**src/rtl/circ_window_addr_gen_pkg.sv**
```systemverilog
// Shared definitions for the circular window address generator: FSM encodings
// and a width helper that stays valid for degenerate sizes.
package circ_window_addr_gen_pkg;

  typedef enum logic {
    ST_IDLE = 1'b0,
    ST_RUN  = 1'b1
  } state_e;

  function automatic int safe_clog2(input int n);
    return (n > 1) ? $clog2(n) : 1;
  endfunction

endpackage

```
**src/rtl/circ_mod_add.sv**
```systemverilog
// Combinational (a + b) mod SIZE. Optional macro ADDR_GEN_STRIDE_EN selects a
// true modulo; otherwise operands are known to sum below 2*SIZE.
module circ_mod_add #(
  parameter int SIZE = 16,
  parameter int W    = 8,
  parameter int OW   = 4
) (
  input  logic [W-1:0]  a,
  input  logic [W-1:0]  b,
  output logic [OW-1:0] sum
);

  logic [W:0] raw_s;

  assign raw_s = {1'b0, a} + {1'b0, b};

`ifdef ADDR_GEN_STRIDE_EN
  assign sum = OW'(raw_s % (W+1)'(SIZE));
`else
  assign sum = (raw_s >= (W+1)'(SIZE)) ? OW'(raw_s - (W+1)'(SIZE)) : OW'(raw_s);
`endif

endmodule

```
**src/rtl/circ_window_addr_gen.sv**
```systemverilog
// Circular base pointer emitting LANES wrapped indices per cycle, advanced under
// valid/ready, with a lap bit. Macro ADDR_GEN_STRIDE_EN adds a runtime stride input.
module circ_window_addr_gen
  import circ_window_addr_gen_pkg::*;
#(
  parameter  int SIZE  = 16,
  parameter  int LANES = 4,
  localparam int AW    = safe_clog2(SIZE),
  localparam int CW    = safe_clog2(LANES + 1)
) (
  input  logic                clk,
  input  logic                rst,
  input  logic                start,
  input  logic                stop,
  input  logic                clr,
  input  logic                load,
  input  logic [AW-1:0]       load_val,
`ifdef ADDR_GEN_STRIDE_EN
  input  logic [AW-1:0]       stride,
`endif
  input  logic                adv_valid,
  input  logic [CW-1:0]       adv_num,
  output logic                adv_ready,
  output logic [AW*LANES-1:0] idx_out,
  output logic [AW-1:0]       base_out,
  output logic                lap,
  output logic                wrap,
  output logic                busy
);

  // Wide enough for base + LANES*(SIZE-1) without truncation.
  localparam int W = AW + CW + 1;

  state_e          state_r, state_nx_s;
  logic [AW-1:0]   base_r, base_nx_s;
  logic            lap_r, lap_nx_s;
  logic            wrap_r, wrap_nx_s;

  logic [AW-1:0]   stride_s;
  logic [CW-1:0]   adv_sat_s;
  logic [W-1:0]    inc_s;
  logic [W-1:0]    adv_raw_s;
  logic            adv_ovf_s;
  logic [AW-1:0]   adv_mod_s;
  logic [AW-1:0]   load_red_s;
  logic            adv_acc_s;

`ifdef ADDR_GEN_STRIDE_EN
  assign stride_s = stride;
`else
  assign stride_s = AW'(1'b1);
`endif

  assign adv_sat_s  = (adv_num > CW'(LANES)) ? CW'(LANES) : adv_num;
  assign inc_s      = W'(adv_sat_s) * W'(stride_s);
  assign adv_raw_s  = W'(base_r) + inc_s;
  assign adv_ovf_s  = (adv_raw_s >= W'(SIZE));
  assign adv_acc_s  = adv_valid && (state_r == ST_RUN);
  assign load_red_s = ({1'b0, load_val} >= (AW+1)'(SIZE))
                    ? AW'({1'b0, load_val} - (AW+1)'(SIZE)) : load_val;

  circ_mod_add #(.SIZE(SIZE), .W(W), .OW(AW)) u_base_add (
    .a   (W'(base_r)),
    .b   (inc_s),
    .sum (adv_mod_s)
  );

  for (genvar g = 0; g < LANES; g++) begin : g_lane
    logic [W-1:0] off_s;
    assign off_s = W'(g) * W'(stride_s);
    circ_mod_add #(.SIZE(SIZE), .W(W), .OW(AW)) u_lane_add (
      .a   (W'(base_r)),
      .b   (off_s),
      .sum (idx_out[AW*(g+1)-1 -: AW])
    );
  end

  // FSM next state; stop dominates start.
  always_comb begin
    state_nx_s = state_r;
    case (state_r)
      ST_IDLE: begin
        if (start && !stop) state_nx_s = ST_RUN;
        else                state_nx_s = ST_IDLE;
      end
      ST_RUN: begin
        if (stop) state_nx_s = ST_IDLE;
        else      state_nx_s = ST_RUN;
      end
      default: state_nx_s = ST_IDLE;
    endcase
  end

  // Base/lap/wrap update with priority clr > load > accepted advance.
  always_comb begin
    base_nx_s = base_r;
    lap_nx_s  = lap_r;
    wrap_nx_s = 1'b0;
    if (clr) begin
      base_nx_s = '0;
      lap_nx_s  = 1'b0;
    end else if (load) begin
      base_nx_s = load_red_s;
    end else if (adv_acc_s) begin
      base_nx_s = adv_mod_s;
      if (adv_ovf_s) begin
        lap_nx_s  = ~lap_r;
        wrap_nx_s = 1'b1;
      end else begin
        lap_nx_s  = lap_r;
      end
    end else begin
      base_nx_s = base_r;
    end
  end

  // State registers.
  always_ff @(posedge clk or posedge rst) begin
    if (rst) begin
      state_r <= ST_IDLE;
      base_r  <= '0;
      lap_r   <= 1'b0;
      wrap_r  <= 1'b0;
    end else begin
      state_r <= state_nx_s;
      base_r  <= base_nx_s;
      lap_r   <= lap_nx_s;
      wrap_r  <= wrap_nx_s;
    end
  end

  assign adv_ready = (state_r == ST_RUN);
  assign busy      = (state_r == ST_RUN);
  assign base_out  = base_r;
  assign lap       = lap_r;
  assign wrap      = wrap_r;

endmodule

```
**config.mk**
```make
export PLATFORM = sky130hd
export DESIGN_NAME = circ_window_addr_gen
export DESIGN_NICKNAME = d
export VERILOG_FILES = /design/src/rtl/circ_window_addr_gen_pkg.sv /design/src/rtl/circ_mod_add.sv /design/src/rtl/circ_window_addr_gen.sv
export SDC_FILE = /design/constraint.sdc
export NUM_CORES = 1
export LEC_CHECK = 0
export CORE_MARGIN = 2
export CORE_UTILIZATION = 30
export CTS_BUF_LIST = sky130_fd_sc_hd__clkbuf_8
export DETAILED_ROUTE_END_ITERATION = 10
export PLACE_DENSITY = 0.68
export SYNTH_ARGS = -nofsm -noshare
export SYNTH_HDL_FRONTEND = slang
export SYNTH_SLANG_ARGS = --single-unit
```
**constraint.sdc**
```tcl
create_clock -name clk -period 2.11 [get_ports clk]
set_input_delay 0.422 -clock clk [delete_from_list [all_inputs] [get_ports clk]]
set_output_delay 0.422 -clock clk [all_outputs]
set_load 0.02 [all_outputs]
```
**Word level (Yosys, flattened, before mapping)**

Cells that the tools add are included.
Widths: inputs -> output; s select.

- Flip-flop bits (word level): 7
- Word-level logic and storage cells: 51

- Equal/unequal tests: 1
- Bitwise logic cells: 2
- Mux-type cells: 20
- $lt $le $gt $ge: 7
- $add $sub $neg: 10
- Reduce and logical (&&, ||, !) cells: 7

Operator list:

| cell | number |
|---|---|
| $mux 4 | 8 |
| $ge 5x5->1 const B | 5 |
| $sub 4x1->4 const B | 5 |
| $add 4x2->5 const B | 2 |
| $add 4x3->5 | 2 |
| $mux 1 | 10 |
| $add 4x1->5 const B | 1 |
| $ge 4x5->1 const B | 1 |
| $reduce_bool 2->1 | 2 |
| $gt 3x3->1 const B | 1 |
| $mux 3 | 1 |
| $reduce_and 3->1 | 1 |
| $reduce_bool 3->1 | 1 |
| $logic_and 1x1->1 | 2 |
| $ne 2x2->1 const B | 1 |
| $not 1->1 | 2 |
| $pmux 1 s2 | 1 |
| $logic_not 1->1 | 1 |

**Longest topological paths before layout**

- Depth in word-level cells: 8
- Depth in mapped cells: 8
- Depth with buffers taken out: 8

**Modules after synthesis**

A second synthesis with hierarchy kept.

- Cells, all modules: 89
- Area, all modules: 944.7 sq um

By module, submodules not included:

| module | times used | area each (sq um) | cells each |
|---|---|---|---|
| circ_mod_add | 5 | 100.1 | 9 |
| circ_window_addr_gen | 1 | 444.2 | 44 |

**Worst setup path before layout**

No wires, ideal clock.

- Kind: reg-to-output
- Start point: reg base_r[1] (netlist: base_out[1])
- End point: out idx_out[15]
- Setup slack: 269 ps
- Data arrival time: 1,419 ps
- Cell stages (with the launch flop): 5
- Data required time: 1,688 ps
- Cell sequence: dfrtp_1 inv_1 ha_1 a21oi_1 xnor2_1

- Word-level cells in the longest chain between the ends: 3
- Elaborated cells on any way between the ends: 4

RTL lines:

| item | RTL line | RTL |
|---|---|---|
| start: declaration | circ_window_addr_gen.sv:35 | `logic [AW-1:0] base_r, base_nx_s;` |
| start signal: assignment | circ_window_addr_gen.sv:126 | `base_r <= base_nx_s;` |
| $add 4x2->5 * | circ_mod_add.sv:15 | `assign raw_s = {1'b0, a} + {1'b0, b};` |
| $sub 4x1->4 or $ge 5x5->1 (tied branches) | circ_mod_add.sv:20 | `assign sum = (raw_s >= (W+1)'(SIZE)) ? OW'(raw_s - (W+1)'(SIZE)) : OW'(raw_s);` |
| $mux 4 * | circ_mod_add.sv:20 |  |
| end: declaration | circ_window_addr_gen.sv:24 | `output logic [AW*LANES-1:0] idx_out,` |

Every way passes the cells marked *; elsewhere a longest branch is shown, timed or not.

**Final worst setup path**

- Start point: in adv_num[0]
- End point: reg base_r[2] (netlist: base_out[2])

- Word-level cells in the longest chain between the ends: 8
- Elaborated cells on any way between the ends: 9

RTL lines:

| item | RTL line | RTL |
|---|---|---|
| start: declaration | circ_window_addr_gen.sv:22 | `input logic [CW-1:0] adv_num,` |
| $gt 3x3->1 | circ_window_addr_gen.sv:54 | `assign adv_sat_s = (adv_num > CW'(LANES)) ? CW'(LANES) : adv_num;` |
| $mux 3 * | circ_window_addr_gen.sv:54 |  |
| $add 4x3->5 * | circ_mod_add.sv:15 |  |
| $sub 4x1->4 or $ge 5x5->1 (tied branches) | circ_mod_add.sv:20 |  |
| $mux 4 * | circ_mod_add.sv:20 |  |
| $mux 4 * | circ_window_addr_gen.sv:104 | `end else if (adv_acc_s) begin` |
| $mux 4 * | circ_window_addr_gen.sv:102 | `end else if (load) begin` |
| $mux 4 * | circ_window_addr_gen.sv:99 | `if (clr) begin` |

Every way passes the cells marked *; elsewhere a longest branch is shown, timed or not. The select of a mux whose other input is x is not followed.
A chain may end at the register's enable or synchronous reset.

==> qor.txt <==
Final WS setup -> 0.1292 ns
Antenna viol nets, final -> 0
Synthesized flop and latch total -> 7
Family with the most delay on the worst path -> adder cells
Status -> finished, final reports clean
Hold buffer count at cts -> 0
Die Ht -> 50.66 um
Clock tree buffer depth -> 2
Cells after Synth -> 71
Post-CTS Setup Bufs -> 0
Cell Pwr Density -> 595.5 nW/um2
Iter 0 DRT Violations -> 1
Critical path class -> input port to flip-flop
First drt pass iteration count -> 2
Pre-CTS WS -> -0.1860 ns
I/O pin cnt -> 38
WP buf/inv -> 2
Global placer's final weighted congestion -> 0.7456
Sequential cell area fraction in the yosys report -> 0.2682
Num rows -> 16
Max_slew headroom -> 0.7393
Via density -> 4.360
Routed wire length -> 1490 um
Period utilisation layout -> 0.9388
Synth unique cells -> 24
Vias in the first global route -> 615
Fmax -> 504.9 MHz
VDD IR-drop max -> 0.0004129 V
Crit path max fanout -> 2
Final setup viols -> 0
Worst-Skew Late Latency -> 0.22 ns
Die ar. -> 2566 um2
Num CTS Buffers -> 3
Share of cells above drive strength 1 -> 0.1193
R2r worst-path depth -> 8
Clk root buf -> clkbuf_8
Critical Path RT -> 2.26 ns
Final Slew Violations -> 0
Largest net degree at the start of global routing -> 10
Pwr Total -> 638.5 uW
Post-route cell area -> 1072 um2
Post-Syn Area -> 653.1 um2
DRC viols -> 0
FF-to-FF End -> base_out[2]
Minimum clock period -> 1.981 ns
Worst Hold Margin -> 0.4259 ns
Cell Area, Placed -> 1030 um2
Clock skew -> 0.0002233 ns
Layout net count -> 132
RSZ-0062 raised after global routing -> no
Slowest stage delay, CP -> 0.45 ns
Die X -> 50.66 um
Syn nets -> 93
Max Cap Viol -> 0
Area growth from synthesis to layout -> 64.18%
Least-Margin Pin Slew -> 0.3898 ns
Worst-path clk slew -> 0.04 ns
H-tree levels -> 1
Mean Syn Cell Area -> 9.199 um2
Slowest stage cell, crit path -> clkdlybuf4s50_1
# clock sinks -> 7
Cell mode on critical path -> o21ai_1
Initial antenna violation count -> 0
Worst-path cell chain -> clkdlybuf4s50_1, nor2b_1, ha_1, inv_1, fa_1, xor2_1, o21ai_1, nand2_1, o21ai_1
CTS tree -> yes
Final hold vios -> 0
Arrival @ worst endpoint -> 2.13 ns
# diodes -> 0
Worst hold path type -> input port to asynchronous set/reset pin
Leak Pwr -> 0.5393 nW
R2r startpoint -> base_out[0]
CORE AREA -> 2002 um2
Yosys Warn Count -> 0
Placed wire-length estimate -> 1259 um
Non-filler cells, final -> 136
Grt ovf -> 0
Worst setup EP type -> flip-flop
Critical Path Start Type -> input port
Reg2Reg Setup Slack -> 0.31 ns
GR Util All Layers -> 0.1365
Starting Density -> 0.3262
IO buf count -> 37
First-pass GRT wire length -> 2642 um
Routed length per placed instance -> 10.96 um
Post-placement cell count -> 132
Total number of vias -> 593
## layout by cell type (no fill, tap or decap), drive strengths merged, types with 2 or more instances in the layout
master,synthesis,layout
nor2b,2,2
xor2,4,4
nand2,7,7
clkbuf,0,3
dlymetal6s2s,0,2
a21oi,3,3
buf,10,7
dlygate4sd2,0,6
xnor2,3,3
ha,7,7
clkdlybuf4s50,0,29
o21ai,3,3
nor2,5,5
dfrtp,7,7
mux2i,2,2
o31ai,2,2
inv,8,9
## report_power, final
part | total, mW | internal (mW) | switching (mW) | leakage [nW]
sequential | 0.164 | 0.144 | 0.0195 | 0.0928
clock | 0.181 | 0.126 | 0.0555 | 0.0269
combinational | 0.294 | 0.147 | 0.147 | 0.420
total | 0.639 | 0.417 | 0.222 | 0.539
## metrics by stage
stage                     setup TNS [ns]    util
after floorplan                        0       -
after global placement           -0.1245  0.5144
after detailed placement         -0.3515  0.5144
after CTS                              0  0.5331
after global routing                   0  0.5356
final                                  0  0.5356
## synth_stat cells
| master | number | area (um2) |
|---|---|---|
| nor4_2 | 1 | 12.51 |
| a21o_1 | 1 | 7.510 |
| and4b_1 | 1 | 10.01 |
| buf_2 | 1 | 5.000 |
| mux2i_1 | 2 | 20.02 |
| inv_1 | 8 | 30.03 |
| nor3b_1 | 1 | 7.510 |
| nor2_1 | 5 | 18.77 |
| xor2_1 | 4 | 35.03 |
| ha_1 | 7 | 87.58 |
| buf_4 | 7 | 52.55 |
| fa_1 | 1 | 20.02 |
| nand2b_1 | 1 | 6.260 |
| a21oi_1 | 3 | 15.01 |
| o21ai_0 | 2 | 10.01 |
| a32oi_1 | 1 | 8.760 |
| nand2_1 | 7 | 26.28 |
| o31ai_1 | 2 | 15.01 |
| a211oi_4 | 1 | 20.02 |
| xnor2_1 | 3 | 26.28 |
| nor2b_1 | 2 | 12.51 |
| o21ai_2 | 1 | 8.760 |
| buf_6 | 2 | 22.52 |
| dfrtp_1 | 7 | 175.2 |
## logic make-up (layout without fill, tap and decap cells)
logic type,Yosys count,in the layout,share of synthesized area
AND/OR/NAND/NOR,18,18,0.1437
buffers and inverters,18,56,0.1686
multiplexers,2,2,0.03065
adder cells (fa/ha/maj),8,8,0.1647
flip-flops,7,7,0.2682
XOR/XNOR,7,7,0.09387
AO/OA/AOI/OAI,11,11,0.1303
## how the worst max path moves through the flow
stage	startpoint	end	slack, ns	depth (start not counted)
floorplan	base_out[1]	idx_out[15]	0.27	4
finish	adv_num[0]	base_out[2]	0.13	9
detailed placement	adv_num[0]	base_out[2]	-0.19	9
global route	adv_num[0]	base_out[2]	0.009	9
global placement	adv_num[0]	base_out[2]	-0.06	9
CTS	base_out[1]	idx_out[10]	0.02	4
## repair_timing
item                                    CTS  global route
pin swaps                                 0             0
gates resized for setup                   6             4
endpoints found under the setup margin    6             3
## state kept, by name, summed over array words and instances, names as in the netlist
register and flops:
wrap 1, lap 1, base_out 4, adv_ready 1
## routing by layer
layer | up-vias | wire length (um) | part of all wire | track usage
met5 | - | 0 | 0 | 0
met3 | 2 | 142 | 0.095 | 0.04762
li1 | 301 | - | - | -
met4 | 0 | 8 | 0.0054 | 0.02703
met2 | 35 | 703 | 0.47 | 0.2325
met1 | 255 | 635 | 0.43 | 0.1661
## layout make-up
cell class,count,area (um2)
Multi-Input combinational cell,46,367.9
Sequential cell,7,175.2
Clock buffer,3,41.29
Clock inverter,1,3.754
Fill cell,185,929.6
Inverter,8,30.03
Timing Repair Buffer,44,420.4
Tap cell,27,33.78
Note: power is estimated with default switching activity, not from simulation.
